### src/rtl/key_scan_debounce.sv
// Debounces active-low board keys/switches into a clean active-high state.
// Each committed change is also published as a rise/fall edge event on a valid/ready handshake.
module key_scan_debounce #(
    parameter int          WIDTH      = 16,
    parameter logic [31:0] STABLE_CNT = 32'd500_000
) (
    input  logic             clk,
    input  logic             rst_n,
    input  logic [WIDTH-1:0] sw_n,
    output logic [WIDTH-1:0] sw_state,
    output logic             evt_valid,
    input  logic             evt_ready,
    output logic [WIDTH-1:0] evt_rise,
    output logic [WIDTH-1:0] evt_fall,
    output logic             evt_overrun
);

    localparam logic [1:0] IDLE   = 2'd0;
    localparam logic [1:0] CHECK  = 2'd1;
    localparam logic [1:0] COMMIT = 2'd2;

    logic [1:0]       state;
    logic [31:0]      cnt;
    logic [WIDTH-1:0] sync1_n;
    logic [WIDTH-1:0] sync2_n;
    logic [WIDTH-1:0] syn;
    logic [WIDTH-1:0] candidate;
    logic [WIDTH-1:0] new_rise;
    logic [WIDTH-1:0] new_fall;
    logic             commit;
    logic             transfer;

    // The pins are sampled raw and inverted only after the second flop. The flops reset
    // high, so syn reads as "nothing pressed" while reset is applied.
    // NOTE: all sequential state uses non-blocking assignments so that every flop samples pre-edge values.
    always_ff @(posedge clk or negedge rst_n) begin
        if (!rst_n) begin
            sync1_n <= '1;
            sync2_n <= '1;
        end else begin
            sync1_n <= sw_n;
            sync2_n <= sync1_n;
        end
    end

    assign syn      = ~sync2_n;
    assign commit   = (state == COMMIT);
    assign transfer = evt_valid & evt_ready;
    assign new_rise = candidate & ~sw_state;
    assign new_fall = ~candidate & sw_state;

    // Any bit that moves inside the window restarts the window for the whole word.
    always_ff @(posedge clk or negedge rst_n) begin
        if (!rst_n) begin
            state     <= IDLE;
            cnt       <= '0;
            candidate <= '0;
            sw_state  <= '0;
        end else begin
            case (state)
                IDLE: begin
                    cnt <= '0;
                    if (syn != sw_state) begin
                        candidate <= syn;
                        state     <= CHECK;
                    end
                end
                CHECK: begin
                    if (syn == sw_state) begin
                        cnt   <= '0;
                        state <= IDLE;
                    end else if (syn != candidate) begin
                        candidate <= syn;
                        cnt       <= '0;
                    end else begin
                        cnt <= cnt + 32'd1;
                        if (cnt == STABLE_CNT - 32'd1) state <= COMMIT;
                    end
                end
                COMMIT: begin
                    sw_state <= candidate;
                    cnt      <= '0;
                    state    <= IDLE;
                end
                default: state <= IDLE;
            endcase
        end
    end

    // A commit landing on an unaccepted event is merged into it and flagged as overrun.
    always_ff @(posedge clk or negedge rst_n) begin
        if (!rst_n) begin
            evt_valid   <= 1'b0;
            evt_rise    <= '0;
            evt_fall    <= '0;
            evt_overrun <= 1'b0;
        end else if (commit) begin
            evt_valid <= 1'b1;
            if (!evt_valid || transfer) begin
                evt_rise    <= new_rise;
                evt_fall    <= new_fall;
                evt_overrun <= 1'b0;
            end else begin
                evt_rise    <= evt_rise | new_rise;
                evt_fall    <= evt_fall | new_fall;
                evt_overrun <= 1'b1;
            end
        end else if (transfer) begin
            evt_valid   <= 1'b0;
            evt_rise    <= '0;
            evt_fall    <= '0;
            evt_overrun <= 1'b0;
        end
    end

endmodule

### config.mk
export PLATFORM = sky130hd
export DESIGN_NAME = key_scan_debounce
export DESIGN_NICKNAME = d
export VERILOG_FILES = /design/src/rtl/key_scan_debounce.sv
export SDC_FILE = /design/constraint.sdc
export NUM_CORES = 1
export LEC_CHECK = 0
export CORE_MARGIN = 10
export CORE_UTILIZATION = 45
export CTS_CLUSTER_DIAMETER = 200
export DETAILED_ROUTE_END_ITERATION = 8
export PLACE_DENSITY = 0.65
export SLEW_MARGIN = 40
export SYNTH_ARGS = -nofsm -noshare
export SYNTH_HDL_FRONTEND = slang
export SYNTH_SLANG_ARGS = --single-unit
export TNS_END_PERCENT = 20
### constraint.sdc
create_clock -name clk -period 2.1 [get_ports clk]
set_input_delay 0.21 -clock clk [delete_from_list [all_inputs] [get_ports clk]]
set_output_delay 0.21 -clock clk [all_outputs]
set_load 0.02 [all_outputs]
==> flow_metrics.env, run 1 <==
export IMPL_status="complete, but fails checks"
export IMPL_violations="setup timing"
export IMPL_clockBufferDepth=2
export IMPL_seq_area_frac_synth_pct=59.0
export IMPL_floorplan_initialDensity_pct=46.6
export IMPL_synthesis_nets=545
export IMPL_min_period_ns=2.17
export IMPL_cp_end_kind="flop"
export IMPL_layout_common_cells="dfrtp_1, clkdlybuf4s50_1, nand2_1, buf_4, o21ai_0"
export IMPL_ys_ff_latch=132
export IMPL_final_common_cell="dfrtp_1"
export IMPL_synth_top_family_by_area="simple AND/OR/NAND/NOR gates"
export IMPL_antenna_found_initial=0
export IMPL_drc=0
export IMPL_cp_max_fo=10
export IMPL_drt_total_wl_mm=14.8
export IMPL_drt_wirelength_per_cell_microns=17.9
export IMPL_synth_edf_count=0
export IMPL_rsz0062_at_grt="true"
export IMPL_synth_area_sq_mm=0.00567
export IMPL_max_slew_margin_pct=60.5
export IMPL_die_area_sq_mm=0.0175
export IMPL_cts_root_buf="clkbuf_16"
export IMPL_hold_viol=0
export IMPL_cts_tree="yes"
export IMPL_tightest_slew_ns=0.592
export IMPL_syn_mean_instance_area_sq_um=10.8
export IMPL_fillers=1020
export IMPL_grt_pass1_vias=4506
export IMPL_fmax_mhz=461
export IMPL_cts_made_buffers=17
export IMPL_arrival_ns=2.53
export IMPL_synth_cells=525
export IMPL_postRouteAntennaNets=0
export IMPL_fin_ws_ns=-0.0712
export IMPL_critPathLaunchType="flop"
export IMPL_postLayoutCoreUtil_pct=62.5
export IMPL_place_inst=789
export IMPL_clock_latency_ns=0.42
export IMPL_first_pass_iters=6
export IMPL_ys_warn_count=0
export IMPL_peakVddDrop_uv=547
export IMPL_grt_pass1_wl_mm=24.0
export IMPL_drive_gt1_share_pct=20.7
export IMPL_place_congestion=0.972
export IMPL_min_path_type="in2reg"
export IMPL_instances_no_fill=824
export IMPL_synthArstFlopShare_pct=100
export IMPL_globalRouteTotalUtil_pct=17.2
export IMPL_finalNetCount=663
export IMPL_synth_simple_area_share_pct=18.8
export IMPL_synth_mux_area_share_pct=0.375
export IMPL_worstPathRequired_ns=2.46
export IMPL_via_per_inst=5.52
export IMPL_place_hpwl_mm=10.5
export IMPL_clock_sinks=132
export IMPL_cts_max_level=4
export IMPL_max_cap_viol_count=0
export IMPL_die_x_microns=132
export IMPL_pin_count=69
export IMPL_synth_adder_area_share_pct=0.221
export IMPL_path_clk_slew_ns=0.06
export IMPL_rows=40
export IMPL_synthTopCellsByArea="dfrtp_1, dfstp_2, nand2_1"
export IMPL_skew_ns=0.00840
export IMPL_synthXorXnorAreaFrac_pct=5.10
export IMPL_core_area_sq_mm=0.0122
export IMPL_num_antenna_cells=0
export IMPL_dieHeight_microns=132
export IMPL_post_route_period_util_pct=103
export IMPL_synthFlopType="dfrtp_1"
export IMPL_criticalPathCategory="reg2reg"
export IMPL_grt_overflow_total=0
export IMPL_grt_start_max_net_pins=50
export IMPL_power_leakage_nw=3.42
export IMPL_p_per_area_mw_per_mm2=779
export IMPL_synth_cell_types=48
export IMPL_finalMaxSlewViolations=0
export IMPL_synth_top_cell_by_area="dfrtp_1"
export IMPL_setup_viol=14
export IMPL_synth_compound_area_share_pct=13.5
export IMPL_drt_iter0_drc=481
export IMPL_syn_to_final_growth_pct=34.1
export IMPL_port_buffers=68
export IMPL_total_power_mw=5.92
export IMPL_yosysTopAreaCellShare_pct=44.2
export IMPL_vias=4549
[synth_stat cells (15+ instances only)]
cell,count
nor2_1,31
dfstp_2,32
dfrtp_1,100
o21ai_0,36
xor2_1,16
nand2_1,62
a32o_1,16
a21oi_1,18
o31ai_1,16
nand3_1,25
inv_1,20
and3_1,15
xnor2_1,17
[layout make-up]
type                            count  area, sq um  share of cell area [%]
Sequential cell                   132         3340                    44.0
Tap cell                          168          210                    2.77
Multi-Input combinational cell    352         2240                    29.4
Clock inverter                     10         81.3                    1.07
Clock buffer                       22          507                    6.67
Inverter                           20         75.1                   0.988
Timing Repair Buffer              120         1140                    15.1
[what timing repair did]
item | 4_1_cts | 5_1_grt
hold buffers | 1 | 0
resized for setup | 9 | 7
setup endpoints to repair | 31 | 40
setup buffers | 1 | 1
hold endpoints to repair | 21 | 0
cloned | 0 | 0
pin swaps | 3 | 10
[power breakdown]
group / switching, mW / leakage [nW] / internal, mW / total [mW]
logic: 0.178 / 1.46 / 0.150 / 0.329
clock network: 1.16 / 0.289 / 1.73 / 2.89
registers: 0.0580 / 1.67 / 2.64 / 2.70
total: 1.40 / 3.42 / 4.53 / 5.92
[path summary, 6_finish.rpt]
path | start | cells past startpoint | endpoint | slack [ns]
min in group asynchronous | rst_n | 2 | candidate[15] | 0.33
worst max-delay path | sync2_n[0] | 8 | cnt[24] | -0.07
worst max register to register | sync2_n[0] | 8 | cnt[24] | -0.07
worst min register to register | sync1_n[0] | 0 | sync2_n[0] | 0.35
max in group asynchronous | rst_n | 3 | sync2_n[14] | 1.10
worst min-delay path | sw_n[12] | 1 | sync1_n[12] | 0.18
[layer usage]
metal	GRT usage, %	vias to the layer above	routed length, microns
li1	-	2135	-
met1	24.5	2252	7330
met2	24.2	140	6440
met3	4.61	22	819
met4	6.91	0	189
met5	0	-	0
[state kept, by name, summed over array words and instances, names as in the netlist]
| register | flops |
|---|---|
| cnt | 32 |
| evt_valid | 1 |
| sync1_n | 16 |
| sw_state | 16 |
| evt_overrun | 1 |
| sync2_n | 16 |
| evt_fall | 16 |
| state | 2 |
| candidate | 16 |
| evt_rise | 16 |
[logic make-up (layout without fill, tap and decap cells)]
kind of cell	after synthesis	after routing
and+or+nand+nor	202	202
DFF	132	132
AOI/OAI and AO/OA	114	114
buffers and inverters	41	172
xor gates and xnor gates	33	33
muxes	2	2
adders and majority gates	1	1
[worst max-delay path, cell delays in order, from the launching register on]
cell     delay [ns]
dfstp_2        0.57
buf_6          0.13
xor2_4         0.18
nand3_2        0.14
nor4_4         0.32
nand4_1        0.15
buf_6          0.17
or3_4          0.37
nand3_2        0.08
[through the flow]
step	instance area, sq um	hold WS, ns	TNS, ns	setup WS (ns)
after floorplan	5670	-0.0856	0	0.112
after global placement	6900	0.243	-0.0425	-0.0124
after detailed placement	6900	0.249	-0.619	-0.0812
after global routing	7600	0.168	-2.77	-0.162
after CTS	7560	0.169	-0.280	-0.0433
final	7600	0.185	-0.567	-0.0712
Power figures use the tool's default switching activity.
==> inputs of run 2 (changes only) <==
- CORE_ASPECT_RATIO: default -> 1.4
==> run 2 against run 1 <==
  * The run still ends with setup timing left
  * First-iteration DRC count shrank 56%
  * Total power is 0.21% higher
  * Die area is 0.36% higher
  * Routed wire length up 2.8%
  * Sequential cell count unchanged
  * Highest routed layer unchanged
==> flow_metrics.env, run 2 (synthesis gave the netlist of run 1 again) <==
export IMPL_fin_ws_ns=-0.102
export IMPL_clock_latency_ns=0.42
export IMPL_cp_end_kind="flop"
export IMPL_met2_wirelength_mm=8.38
export IMPL_min_path_type="in2reg"
export IMPL_core_area_sq_mm=0.0123
export IMPL_violations="setup timing"
export IMPL_clkPwrFrac_pct=48.6
export IMPL_peakVddDrop_uv=618
export IMPL_wl_met3_microns=511
export IMPL_met1_length_mm=6.03
export IMPL_pin_count=69
export IMPL_instances_no_fill=820
export IMPL_dieHeight_microns=153
export IMPL_criticalPathCategory="reg2reg"
export IMPL_p_per_area_mw_per_mm2=741
export IMPL_dpl_worst_slack_ns=-0.410
export IMPL_drive_gt1_share_pct=27.8
export IMPL_num_antenna_cells=0
export IMPL_arrival_ns=2.55
export IMPL_skew_ns=0.0148
export IMPL_min_from="sw_n[3]"
export IMPL_grt_pass1_vias=4754
export IMPL_grt_overflow_total=0
export IMPL_place_inst=777
export IMPL_first_pass_iters=4
export IMPL_cts_tree="yes"
export IMPL_cts_root_buf="clkbuf_16"
export IMPL_post_route_period_util_pct=105
export IMPL_status="complete, but fails checks"
export IMPL_cts_max_level=4
export IMPL_cts_made_buffers=17
export IMPL_critPathLaunchType="flop"
export IMPL_globalRouteTotalUtil_pct=17.6
export IMPL_rows=48
export IMPL_clockBufferDepth=2
export IMPL_fmax_mhz=454
export IMPL_place_hpwl_mm=10.1
export IMPL_worstPathRequired_ns=2.45
export IMPL_switchingPower_mw=1.46
export IMPL_layout_common_cells="dfrtp_1, clkdlybuf4s50_1, nand2_1, buf_4, dfstp_2"
export IMPL_drc=0
export IMPL_top_register="cnt"
export IMPL_via_per_inst=5.57
export IMPL_final_common_cell="dfrtp_1"
export IMPL_rr_startpoint="sync2_n[3]"
export IMPL_place_congestion=0.901
export IMPL_antenna_found_initial=0
export IMPL_drt_total_wl_mm=15.2
export IMPL_clock_sinks=132
export IMPL_die_x_microns=115
export IMPL_rsz0062_at_grt="true"
export IMPL_syn_to_final_growth_pct=41.2
export IMPL_hold_viol=0
export IMPL_path_clk_slew_ns=0.07
export IMPL_power_leakage_nw=3.54
export IMPL_grt_start_max_net_pins=56
export IMPL_largest_reg_flops=32
export IMPL_max_cap_viol_count=0
export IMPL_postRouteAntennaNets=0
export IMPL_die_area_sq_mm=0.0175
export IMPL_startpoint="sync2_n[3]"
export IMPL_finalMaxSlewViolations=0
export IMPL_min_period_ns=2.20
export IMPL_floorplan_initialDensity_pct=46.0
export IMPL_drt_iter0_drc=213
export IMPL_grt_pass1_wl_mm=24.7
export IMPL_power_frac_seq_pct=45.5
export IMPL_port_buffers=68
export IMPL_finalNetCount=677
export IMPL_vias=4569
export IMPL_p_comb_share_pct=5.8
export IMPL_drt_wirelength_per_cell_microns=18.5
export IMPL_cp_max_fo=7
export IMPL_p_int_mw=4.47
export IMPL_swShare_pct=24.7
export IMPL_tightest_slew_ns=0.801
export IMPL_setup_viol=28
export IMPL_max_slew_margin_pct=46.5
export IMPL_highest_layer="met4"
-- run 2: critical path: stages, from the launching register on --
cell	delay [ns]
dfstp_2	0.57
xor2_2	0.16
nand4_1	0.20
buf_4	0.20
nor3_4	0.21
nand4_4	0.22
clkbuf_16	0.24
nor4b_4	0.21
a21o_1	0.11
-- run 2: layout make-up --
cell class,count,area [sq um]
Fill cell,934,4310
Clock buffer,18,429
Timing Repair Buffer,134,1300
Tap cell,150,188
Inverter,20,75.1
Multi-Input combinational cell,352,2530
Sequential cell,132,3340
Clock inverter,14,144
-- run 2: final timing paths --
check | slack, ns | end | cells after the start
setup / recovery | -0.10 | cnt[21] | 8
setup reg to reg | -0.10 | cnt[21] | 8
hold reg to reg | 0.35 | sync2_n[1] | 0
max in group asynchronous | 1.03 | sync2_n[4] | 3
hold / removal | 0.19 | sync1_n[3] | 1
min in group asynchronous | 0.34 | cnt[7] | 2
-- run 2: layer usage --
metal	vias to the layer above	track usage, %
met5	-	0
met4	0	6.68
met3	25	3.78
met2	103	31.1
met1	2289	19.7
li1	2152	-
-- run 2: timing repair --
item | 4_1_cts | 5_1_grt
endpoints found under the setup margin | 30 | 43
resized for setup | 32 | 54
hold buffers | 1 | 0
pin swaps | 12 | 27
cloned | 3 | 0
buffers inserted | 5 | 6
hold endpoints to repair | 38 | 0
-- run 2: power by group through the flow --
stage,Sequential (mW),Clock (mW),Combinational (mW)
floorplan,2.76,0,0.0894
CTS,2.70,2.93,0.337
finish,2.70,2.89,0.347
detailed placement,2.74,0,0.323
global route,2.71,3.04,0.377
global placement,2.73,0,0.319
-- run 2: metrics by stage --
step	setup TNS [ns]	power (mW)	hold slack [ns]	utilization [%]	cell area, sq um
2_1_floorplan	0	2.85	-0.0856	-	5670
3_3_place_gp	-8.15	3.05	0.239	56.0	6890
3_5_place_dp	-5.61	3.06	0.242	56.1	6910
4_1_cts	-1.17	5.96	0.182	63.0	7760
5_1_grt	-4.84	6.13	0.181	65.0	8010
6_report	-1.81	5.93	0.194	65.0	8010
